## src/rtl/npu_pkg.sv

```systemverilog
// Shared types and capacities for the NPU memory-block loaders.
package npu_pkg;

    localparam int unsigned IMG_CAP   = 4096;
    localparam int unsigned CONV_CAP  = 32768;
    localparam int unsigned DENSE_CAP = 32768;

    typedef enum logic [1:0] {
        TGT_IMAGE,
        TGT_CONV,
        TGT_DENSE,
        TGT_DENSEB
    } tgt_e;

    typedef enum logic [1:0] {
        IDLE,
        LOAD,
        DONE
    } state_e;

    // Byte capacity of a load target.
    function automatic logic [15:0] tgt_cap(input tgt_e t);
        case (t)
            TGT_IMAGE: return 16'(IMG_CAP);
            TGT_CONV:  return 16'(CONV_CAP);
            default:   return 16'(DENSE_CAP);
        endcase
    endfunction

endpackage

```

## src/rtl/npu_mem_loader.sv

```systemverilog
// Write-side loader: turns a load command plus a byte stream into RAM write
// pulses. Image bytes are striped across four banks (bank = cnt[1:0]).
module npu_mem_loader
    import npu_pkg::*;
(
    input  logic        clk,
    input  logic        reset,
    input  logic        cmd_valid,
    output logic        cmd_ready,
    input  logic [1:0]  cmd_target,
    input  logic [15:0] cmd_len,
    input  logic        in_valid,
    output logic        in_ready,
    input  logic [7:0]  in_data,
    output logic [9:0]  image_ram_addr_a,
    output logic [7:0]  data_image0,
    output logic [7:0]  data_image1,
    output logic [7:0]  data_image2,
    output logic [7:0]  data_image3,
    output logic        we_image0,
    output logic        we_image1,
    output logic        we_image2,
    output logic        we_image3,
    output logic [14:0] conv_ram_addr_a,
    output logic [7:0]  data_conv,
    output logic        we_conv,
    output logic [14:0] dense_ram_addr_a,
    output logic [7:0]  data_dense,
    output logic        we_dense,
    output logic [14:0] denseb_ram_addr_a,
    output logic [7:0]  data_denseb,
    output logic        we_denseb,
    output logic        busy,
    output logic        done,
    output logic        len_err
);

    state_e      state, state_nx;
    tgt_e        tgt;
    logic [15:0] len_eff;
    logic [15:0] cnt;
    logic [15:0] cap;
    logic [15:0] len_clip;
    logic        cmd_acc;
    logic        byte_acc;
    logic        last_byte;

    logic [7:0]  data_img [4];
    logic [3:0]  we_img;

    assign cmd_ready = (state == IDLE);
    assign in_ready  = (state == LOAD);
    assign busy      = (state != IDLE);
    assign done      = (state == DONE);

    assign cap       = tgt_cap(tgt_e'(cmd_target));
    assign len_clip  = (cmd_len > cap) ? cap : cmd_len;
    assign cmd_acc   = cmd_valid && cmd_ready;
    assign byte_acc  = in_valid && in_ready;
    // len_eff is nonzero whenever LOAD is entered, so the subtraction never wraps here.
    assign last_byte = byte_acc && (cnt == len_eff - 16'd1);

    assign data_image0 = data_img[0];
    assign data_image1 = data_img[1];
    assign data_image2 = data_img[2];
    assign data_image3 = data_img[3];
    assign we_image0   = we_img[0];
    assign we_image1   = we_img[1];
    assign we_image2   = we_img[2];
    assign we_image3   = we_img[3];

    // State register.
    always_ff @(posedge clk) begin
        if (!reset) state <= IDLE;
        else        state <= state_nx;
    end

    // Next-state logic; a zero-length command skips LOAD entirely.
    always_comb begin
        state_nx = state;
        case (state)
            IDLE: if (cmd_acc) state_nx = (len_clip == '0) ? DONE : LOAD;
            LOAD: if (last_byte) state_nx = DONE;
            DONE: state_nx = IDLE;
            default: state_nx = IDLE;
        endcase
    end

    // Command latch, clipped length, sticky length error and byte counter.
    always_ff @(posedge clk) begin
        if (!reset) begin
            tgt     <= TGT_IMAGE;
            len_eff <= '0;
            cnt     <= '0;
            len_err <= 1'b0;
        end else if (cmd_acc) begin
            tgt     <= tgt_e'(cmd_target);
            len_eff <= len_clip;
            len_err <= (cmd_len > cap);
            cnt     <= '0;
        end else if (byte_acc) begin
            cnt <= cnt + 16'd1;
        end
    end

    // Registered write ports: one-cycle pulse per accepted byte; addr/data hold otherwise.
    always_ff @(posedge clk) begin
        if (!reset) begin
            image_ram_addr_a  <= '0;
            we_img            <= '0;
            for (int unsigned i = 0; i < 4; i++) data_img[i] <= '0;
            conv_ram_addr_a   <= '0;
            data_conv         <= '0;
            we_conv           <= 1'b0;
            dense_ram_addr_a  <= '0;
            data_dense        <= '0;
            we_dense          <= 1'b0;
            denseb_ram_addr_a <= '0;
            data_denseb       <= '0;
            we_denseb         <= 1'b0;
        end else begin
            we_img    <= '0;
            we_conv   <= 1'b0;
            we_dense  <= 1'b0;
            we_denseb <= 1'b0;
            if (byte_acc) begin
                case (tgt)
                    TGT_IMAGE: begin
                        image_ram_addr_a   <= cnt[11:2];
                        we_img[cnt[1:0]]   <= 1'b1;
                        data_img[cnt[1:0]] <= in_data;
                    end
                    TGT_CONV: begin
                        conv_ram_addr_a <= cnt[14:0];
                        data_conv       <= in_data;
                        we_conv         <= 1'b1;
                    end
                    TGT_DENSE: begin
                        dense_ram_addr_a <= cnt[14:0];
                        data_dense       <= in_data;
                        we_dense         <= 1'b1;
                    end
                    default: begin
                        denseb_ram_addr_a <= cnt[14:0];
                        data_denseb       <= in_data;
                        we_denseb         <= 1'b1;
                    end
                endcase
            end
        end
    end

endmodule

```

## config.mk

```make
export PLATFORM = sky130hd
export DESIGN_NAME = npu_mem_loader
export DESIGN_NICKNAME = d
export VERILOG_FILES = /design/src/rtl/npu_pkg.sv /design/src/rtl/npu_mem_loader.sv
export SDC_FILE = /design/constraint.sdc
export NUM_CORES = 1
export LEC_CHECK = 0
export ABC_CLOCK_PERIOD_IN_PS = 6900
export CORE_ASPECT_RATIO = 0.7
export CORE_MARGIN = 2
export CORE_UTILIZATION = 54
export CTS_CLUSTER_SIZE = 40
export DETAILED_ROUTE_END_ITERATION = 8
export PLACE_DENSITY = 0.86
export SLEW_MARGIN = 0
export SYNTH_ARGS = -nofsm -noshare
export SYNTH_HDL_FRONTEND = slang
export SYNTH_SLANG_ARGS = --single-unit
```

## constraint.sdc

```tcl
create_clock -name clk -period 6.9 [get_ports clk]
set_input_delay 0.69 -clock clk [delete_from_list [all_inputs] [get_ports clk]]
set_output_delay 0.69 -clock clk [all_outputs]
set_load 0.01 [all_outputs]
```

== After elaboration in Yosys (flattened, before gate mapping) ==
Memories as Yosys holds them, arrays and structs flattened.
Cells that the tools add are included.

* Add/subtract/negate cells: 2
* Order comparisons: 3
* Equal/unequal tests: 7
* Mux-type cells: 19
* Bitwise logic cells: 2
* Reductions and logical operators: 19

{| class="wikitable"
|+ Operators with widths
! kind !! number
|-
| 16-bit 2-to-1 mux || 2
|-
| 16-bit by 1-bit adder with 16-bit output, second input constant || 1
|-
| 16-bit equality test || 1
|-
| 16-bit greater-than comparator || 1
|-
| 16-bit zero test || 1
|-
| 16-bit by 1-bit subtractor with 16-bit output, second input constant || 1
|-
| 2-bit AND reduction || 6
|-
| 1-bit 2-to-1 mux || 10
|-
| 2-bit 2-to-1 mux || 4
|-
| 8-bit 2-to-1 mux || 1
|-
| 8-bit OR reduction || 1
|-
| 2-bit zero test || 3
|-
| 2-bit by 1-bit equality test with 1-bit output, second input constant || 2
|-
| 2-bit equality test, second input constant || 2
|-
| 1-bit logical AND || 4
|-
| 2-bit by 1-bit inequality test with 1-bit output, second input constant || 2
|-
| 2-bit one-hot mux with 2 select lines || 1
|-
| 2-bit by 3-bit < comparator with 1-bit output, second input constant || 1
|-
| 3-bit AND reduction || 1
|-
| 3-bit OR reduction || 1
|-
| 1-bit demux with 2-bit select || 1
|-
| 2-bit by 1-bit >= comparator with 1-bit output, second input constant || 1
|-
| 1-bit inverter || 2
|-
| 2-bit nonzero test || 1
|-
| 2-bit OR reduction || 1
|}

* Register bits after elaboration: 123
* RAM bits: 32
* Input bits: 30
* Output and inout bits: 123
* Logic and storage cells: 69
* Memories: 1

{| class="wikitable"
|+ Memory list
! memory !! words !! width !! rd ports !! clocked after Yosys merged registers in !! write ports !! line !! text
|-
| data_img || 4 || 8 || 4 || 0 || 4 || npu_mem_loader.sv:48 || <nowiki>logic [7:0] data_img [4];</nowiki>
|}

== Longest topological paths before layout ==
* Depth after elaboration: 8
* Mapped depth: 9
* Mapped depth without buffers: 8

== Least setup slack after synthesis ==
OpenSTA, ideal clock, no wires.

* Path kind: input to register
* Start point: input cmd_target[0]
* End point: register len_eff[10]
* Library setup time: 0.060 ns
* Arrival time: 2.427 ns
* Data required time: 6.840 ns
* Slack: 4.413 ns
* Cell stages on the path: 7
* Buffers on the path: 1
* Path through: nor2_1 -> ha_1 -> inv_1 -> o32ai_1 -> nor2b_1 -> clkbuf_1 -> a22o_1

* Cells in the longest elaborated chain, start to end: 4

{| class="wikitable"
|+ RTL lines
! item !! line !! text
|-
| start: declaration || npu_mem_loader.sv:10 || <nowiki>input logic [1:0] cmd_target,</nowiki>
|-
| 2-bit zero test || npu_pkg.sv:23 || <nowiki>case (t)</nowiki>
|-
| 16-bit 2-to-1 mux || npu_pkg.sv:23 ||
|-
| 16-bit greater-than comparator || npu_mem_loader.sv:57 || <nowiki>assign len_clip = (cmd_len > cap) ? cap : cmd_len;</nowiki>
|-
| 16-bit 2-to-1 mux || npu_mem_loader.sv:57 ||
|-
| end signal: assignment || npu_mem_loader.sv:98 || <nowiki>len_eff <= len_clip;</nowiki>
|-
| end: declaration || npu_mem_loader.sv:40 || <nowiki>logic [15:0] len_eff;</nowiki>
|}

Every way passes these cells.
A chain may end at the register's enable or synchronous reset.

==> tab_implementation.tex <==
\begin{tabular}{lr}
\hline
Metric & Value \\
\hline
\multicolumn{2}{l}{\textbf{Status}} \\
Result of the run & complete, no violations \\
\multicolumn{2}{l}{\textbf{Yosys}} \\
Synthesized area per cell & approximately 9.5 um2 \\
Summed instance area of the synthesized netlist & 0.00648 mm2 \\
Number of storage elements in the synthesis netlist & approximately 160 \\
Synthesized netlist net count & 719 \\
Sequential element share of the synthesized area & between 50\% and 60\% \\
Count of distinct cell types in the synthesized netlist & between 50 and 60 \\
Gate count of the mapped netlist & slightly below 700 \\
Dominant register cell in the synthesized netlist & sky130\_fd\_sc\_hd\_\_dfxtp\_1 \\
Number of synthesized flops with an enable pin & 32 \\
Count of warnings emitted by yosys & 0 \\
Async set-reset flop share out of synthesis & 0\% \\
\multicolumn{2}{l}{\textbf{Setup path}} \\
CP Cell Sequence & clkdlybuf4s50\_1, and3\_1, nand2\_1, nor3\_1, nand2b\_1 \\
Crit end category & register \\
Category of the critical setup timing path & primary input to register \\
Element type at the critical path start & primary input \\
Critical path capture point & data\_img[1][7] \\
Worst reg2reg path endpoint & data\_img[1][7] \\
Register-to-register path setup slack & 3.76 ns \\
Cell with the biggest individual delay on the critical path & sky130\_fd\_sc\_hd\_\_and3\_1 \\
CP max stage delay & between 0.8 and 0.9 ns \\
Worst r2r src & state[1] \\
Required time worst endpoint & approximately 7.0 ns \\
Signal arrival time at the worst endpoint & about 3.4 ns \\
Critical path origin & in\_valid \\
Largest driver fanout on the critical path & 24 \\
Number of cell instances on the worst register-to-register path & 5 \\
\multicolumn{2}{l}{\textbf{Timing}} \\
Final setup viols & 0 \\
Final-report max-slew violation count & 0 \\
Tightest Pin Transition & slightly below 1 ns \\
Number of hold violations in the final report & 0 \\
Ratio of final minimum period to clock period & between 40\% and 50\% \\
Setup repair after global routing missed its margin & false \\
Clock period minus worst slack & approximately 3.3 ns \\
Maximum clock frequency & around 300 MHz \\
Worst Skew & about 0.013 ns \\
Setup TNS Final & 0 ns \\
Crit path setup slack, layout & $\sim$3.6 ns \\
Worst relative slew slack & 33.6\% \\
\multicolumn{2}{l}{\textbf{Layout}} \\
Net count reported at finish & approximately 840 \\
Final antenna diode count & 0 \\
Core occupancy in the finished layout & around three quarters \\
Ratio of cells with drive above 1 in the final layout & roughly 5.3\% \\
Post-synthesis to final-layout area growth & 32.1\% \\
\multicolumn{2}{l}{\textbf{Floorplan}} \\
Number of placed I/O pins & 153 \\
Number of standard-cell rows in the floorplan & 33 \\
Die ar. & between 0.01 and 0.015 mm2 \\
Horizontal die dimension & roughly 130 um \\
Core box area & 0.0117 mm2 \\
Floorplan die height & $\sim$96 um \\
Initial cell density of the core & between 50\% and 60\% \\
\multicolumn{2}{l}{\textbf{Clock network}} \\
CTS hold repair buffers & 0 \\
Clock sinks & 155 \\
Clock latency at the later pin of the worst-skew pair & approximately 0.42 ns \\
Clock root cell & sky130\_fd\_sc\_hd\_\_clkbuf\_16 \\
Number of buffers inserted during clock tree synthesis & 17 \\
TritonCTS clock tree & yes \\
Largest buffer count on any clock path & 2 \\
\# Post-CTS Setup Buffers & 0 \\
Number of cells upsized or downsized after cts & 0 \\
Clock transition at the registers of the reported paths & approximately 0.070 ns \\
Number of H-tree levels & 4 \\
\multicolumn{2}{l}{\textbf{Detailed routing}} \\
Routed length per placed instance & $\sim$18 um \\
Number of iterations in the first detailed-routing pass & 5 \\
Ratio of routed vias to standard cells & 5.53 \\
Via count of the routed design & 5,385 \\
DRC violations left & 0 \\
Post-Route WL & roughly 18,000 um \\
Violation count after the first detailed-route iteration & between 400 and 500 \\
Number of nets with antenna violations after routing & 0 \\
\multicolumn{2}{l}{\textbf{Place}} \\
HPWL Detailed & between 10,000 and 15,000 um \\
Post-placement worst setup slack & 3.29 ns \\
Final Wtd Congestion & 0.894 \\
Number of buffers inserted by port buffering & around 150 \\
\multicolumn{2}{l}{\textbf{Min path}} \\
Class of the worst hold path & register to register \\
\multicolumn{2}{l}{\textbf{Global routing}} \\
Aggregate global routing overflow & 0 \\
Tot GR Track Use & between 20\% and 30\% \\
Antenna violations before repair & 0 \\
Largest net degree at the start of global routing & 110 \\
Vias in the first global route & 5,237 \\
Global-route wire length before repair & 27,600 um \\
\multicolumn{2}{l}{\textbf{Pwr}} \\
Static leakage & 3.03 nW \\
Worst vdd rail ir drop & between 0.2 and 0.25 mV \\
Power density over cell area & 242 mW/mm2 \\
\multicolumn{2}{l}{\textbf{Job}} \\
Max-capacitance violation count & 0 \\
\hline
\end{tabular}
## kinds of logic (layout without fill, tap and decap cells)
| family | after synthesis | in the layout | synth area share [%] |
|---|---|---|---|
| AND/OR/NAND/NOR | 299 | 299 | 21.9 |
| buffers and inverters | 61 | 194 | 4.31 |
| multiplexers | 11 | 11 | 1.70 |
| AO/OA/AOI/OAI | 116 | 116 | 13.4 |
| flip-flops | 155 | 155 | 52.8 |
| XOR/XNOR | 35 | 35 | 4.73 |
| adder cells (fa/ha/maj) | 6 | 6 | 1.16 |
## flip-flops by register name, indices dropped and copies added (netlist names), 8 cells and up
signal and count:
image_ram_addr_a 10, dense_ram_addr_a 15, denseb_ram_addr_a 15, data_denseb 8, data_conv 8, data_dense 8
conv_ram_addr_a 15, len_eff 16, data_img 32, cnt 16
## worst min-delay path by stage
stage / from / end / slack, ns / cells after the start
after floorplan: len_eff[1] / len_eff[1] / 0.48 / 2
after global placement: dense_ram_addr_a[8] / dense_ram_addr_a[8] / 0.45 / 2
after detailed placement: data_conv[3] / data_conv[3] / 0.46 / 2
after CTS: data_conv[3] / data_conv[3] / 0.47 / 2
after global routing: dense_ram_addr_a[0] / dense_ram_addr_a[0] / 0.49 / 2
final: data_conv[3] / data_conv[3] / 0.47 / 2
## power breakdown
| group | total [W] | switching (W) | leakage, nW | internal, W |
|---|---|---|---|---|
| Combinational | 0.000166 | 0.0000855 | 1.41 | 0.0000800 |
| Clock | 0.000950 | 0.000383 | 0.293 | 0.000568 |
| Sequential | 0.000956 | 0.0000148 | 1.32 | 0.000942 |
## cell usage after synthesis, drive strengths merged (2+ instances only)
| cell | count | area share [%] |
|---|---|---|
| dfxtp | 123 | 38 |
| ha | 6 | 1.2 |
| nand3b | 2 | 0.23 |
| and2 | 33 | 3.2 |
| o211ai | 2 | 0.23 |
| nand4 | 7 | 0.68 |
| and3 | 15 | 1.4 |
| xor2 | 17 | 2.3 |
| or3 | 4 | 0.39 |
| or4 | 2 | 0.29 |
| mux2i | 11 | 1.7 |
| nor2 | 24 | 1.4 |
| nor4 | 8 | 0.77 |
| o21ai | 9 | 0.70 |
| clkbuf | 48 | 3.1 |
| nor3 | 10 | 0.77 |
| a21boi | 71 | 8.2 |
| nand3 | 7 | 0.54 |
| nand2b | 3 | 0.29 |
| xnor2 | 18 | 2.4 |
| a31oi | 2 | 0.19 |
| buf | 4 | 0.64 |
| nand2 | 163 | 9.4 |
| inv | 9 | 0.52 |
| nor2b | 12 | 1.2 |
| a21oi | 9 | 0.70 |
| edfxtp | 32 | 15 |
| a22o | 11 | 1.5 |
| nor3b | 2 | 0.31 |
## metal layers
layer  up-vias  routed length [um]  GRT usage (%)
met3        31                1330           7.39
li1       2538                   -              -
met4         0                 317           9.46
met2       219                8150           44.9
met1      2597                8020           37.7
met5         -                   0              0
## placed cells by master, fill, tap and decap left out, types with 2 or more instances in the layout
cell and instances:
sky130_fd_sc_hd__nor2_1 22, sky130_fd_sc_hd__xor2_1 17, sky130_fd_sc_hd__inv_6 3, sky130_fd_sc_hd__nand3_1 7, sky130_fd_sc_hd__clkinv_4 3, sky130_fd_sc_hd__clkdlybuf4s50_1 151
sky130_fd_sc_hd__o21ai_0 8, sky130_fd_sc_hd__nor2b_1 12, sky130_fd_sc_hd__clkbuf_16 18, sky130_fd_sc_hd__a21boi_0 71, sky130_fd_sc_hd__and2_1 33, sky130_fd_sc_hd__nor2_2 2
sky130_fd_sc_hd__bufinv_16 2, sky130_fd_sc_hd__xnor2_1 18, sky130_fd_sc_hd__clkinv_2 2, sky130_fd_sc_hd__or3_1 4, sky130_fd_sc_hd__nand3b_1 2, sky130_fd_sc_hd__nand4_1 7
sky130_fd_sc_hd__a21oi_1 9, sky130_fd_sc_hd__nand2b_1 3, sky130_fd_sc_hd__nor4_1 8, sky130_fd_sc_hd__edfxtp_1 32, sky130_fd_sc_hd__mux2i_1 11, sky130_fd_sc_hd__nand2_1 163
sky130_fd_sc_hd__o211ai_1 2, sky130_fd_sc_hd__nor3_1 10, sky130_fd_sc_hd__inv_1 9, sky130_fd_sc_hd__a31oi_1 2, sky130_fd_sc_hd__ha_1 6, sky130_fd_sc_hd__and3_1 15
sky130_fd_sc_hd__a22o_1 10, sky130_fd_sc_hd__clkinvlp_4 2, sky130_fd_sc_hd__dfxtp_1 123
## critical path, delay by kind of cell
family | cells | cell delay, ns
and+or+nand+nor | 4 | 2.16
buffers and inverters | 1 | 0.51
## through the flow
step	power (W)	cells	cell area [um2]	hold slack, ns
2_1_floorplan	0.00107	683	6480	0.477
3_3_place_gp	0.00113	941	7960	0.452
3_5_place_dp	0.00114	941	7960	0.461
4_1_cts	0.00207	973	8560	0.470
5_1_grt	0.00213	973	8560	0.494
6_report	0.00207	973	8560	0.466
## layout make-up
cell class / count / area (um2)
clock buffers: 20 / 468
flip-flops and latches: 155 / 3420
multi-input cells: 467 / 2780
well taps: 157 / 196
inverters: 9 / 33.8
repair buffers: 153 / 1520
clock inverters: 12 / 138
fillers: 808 / 3120
No activity file was read; power rests on OpenSTA's default activity.
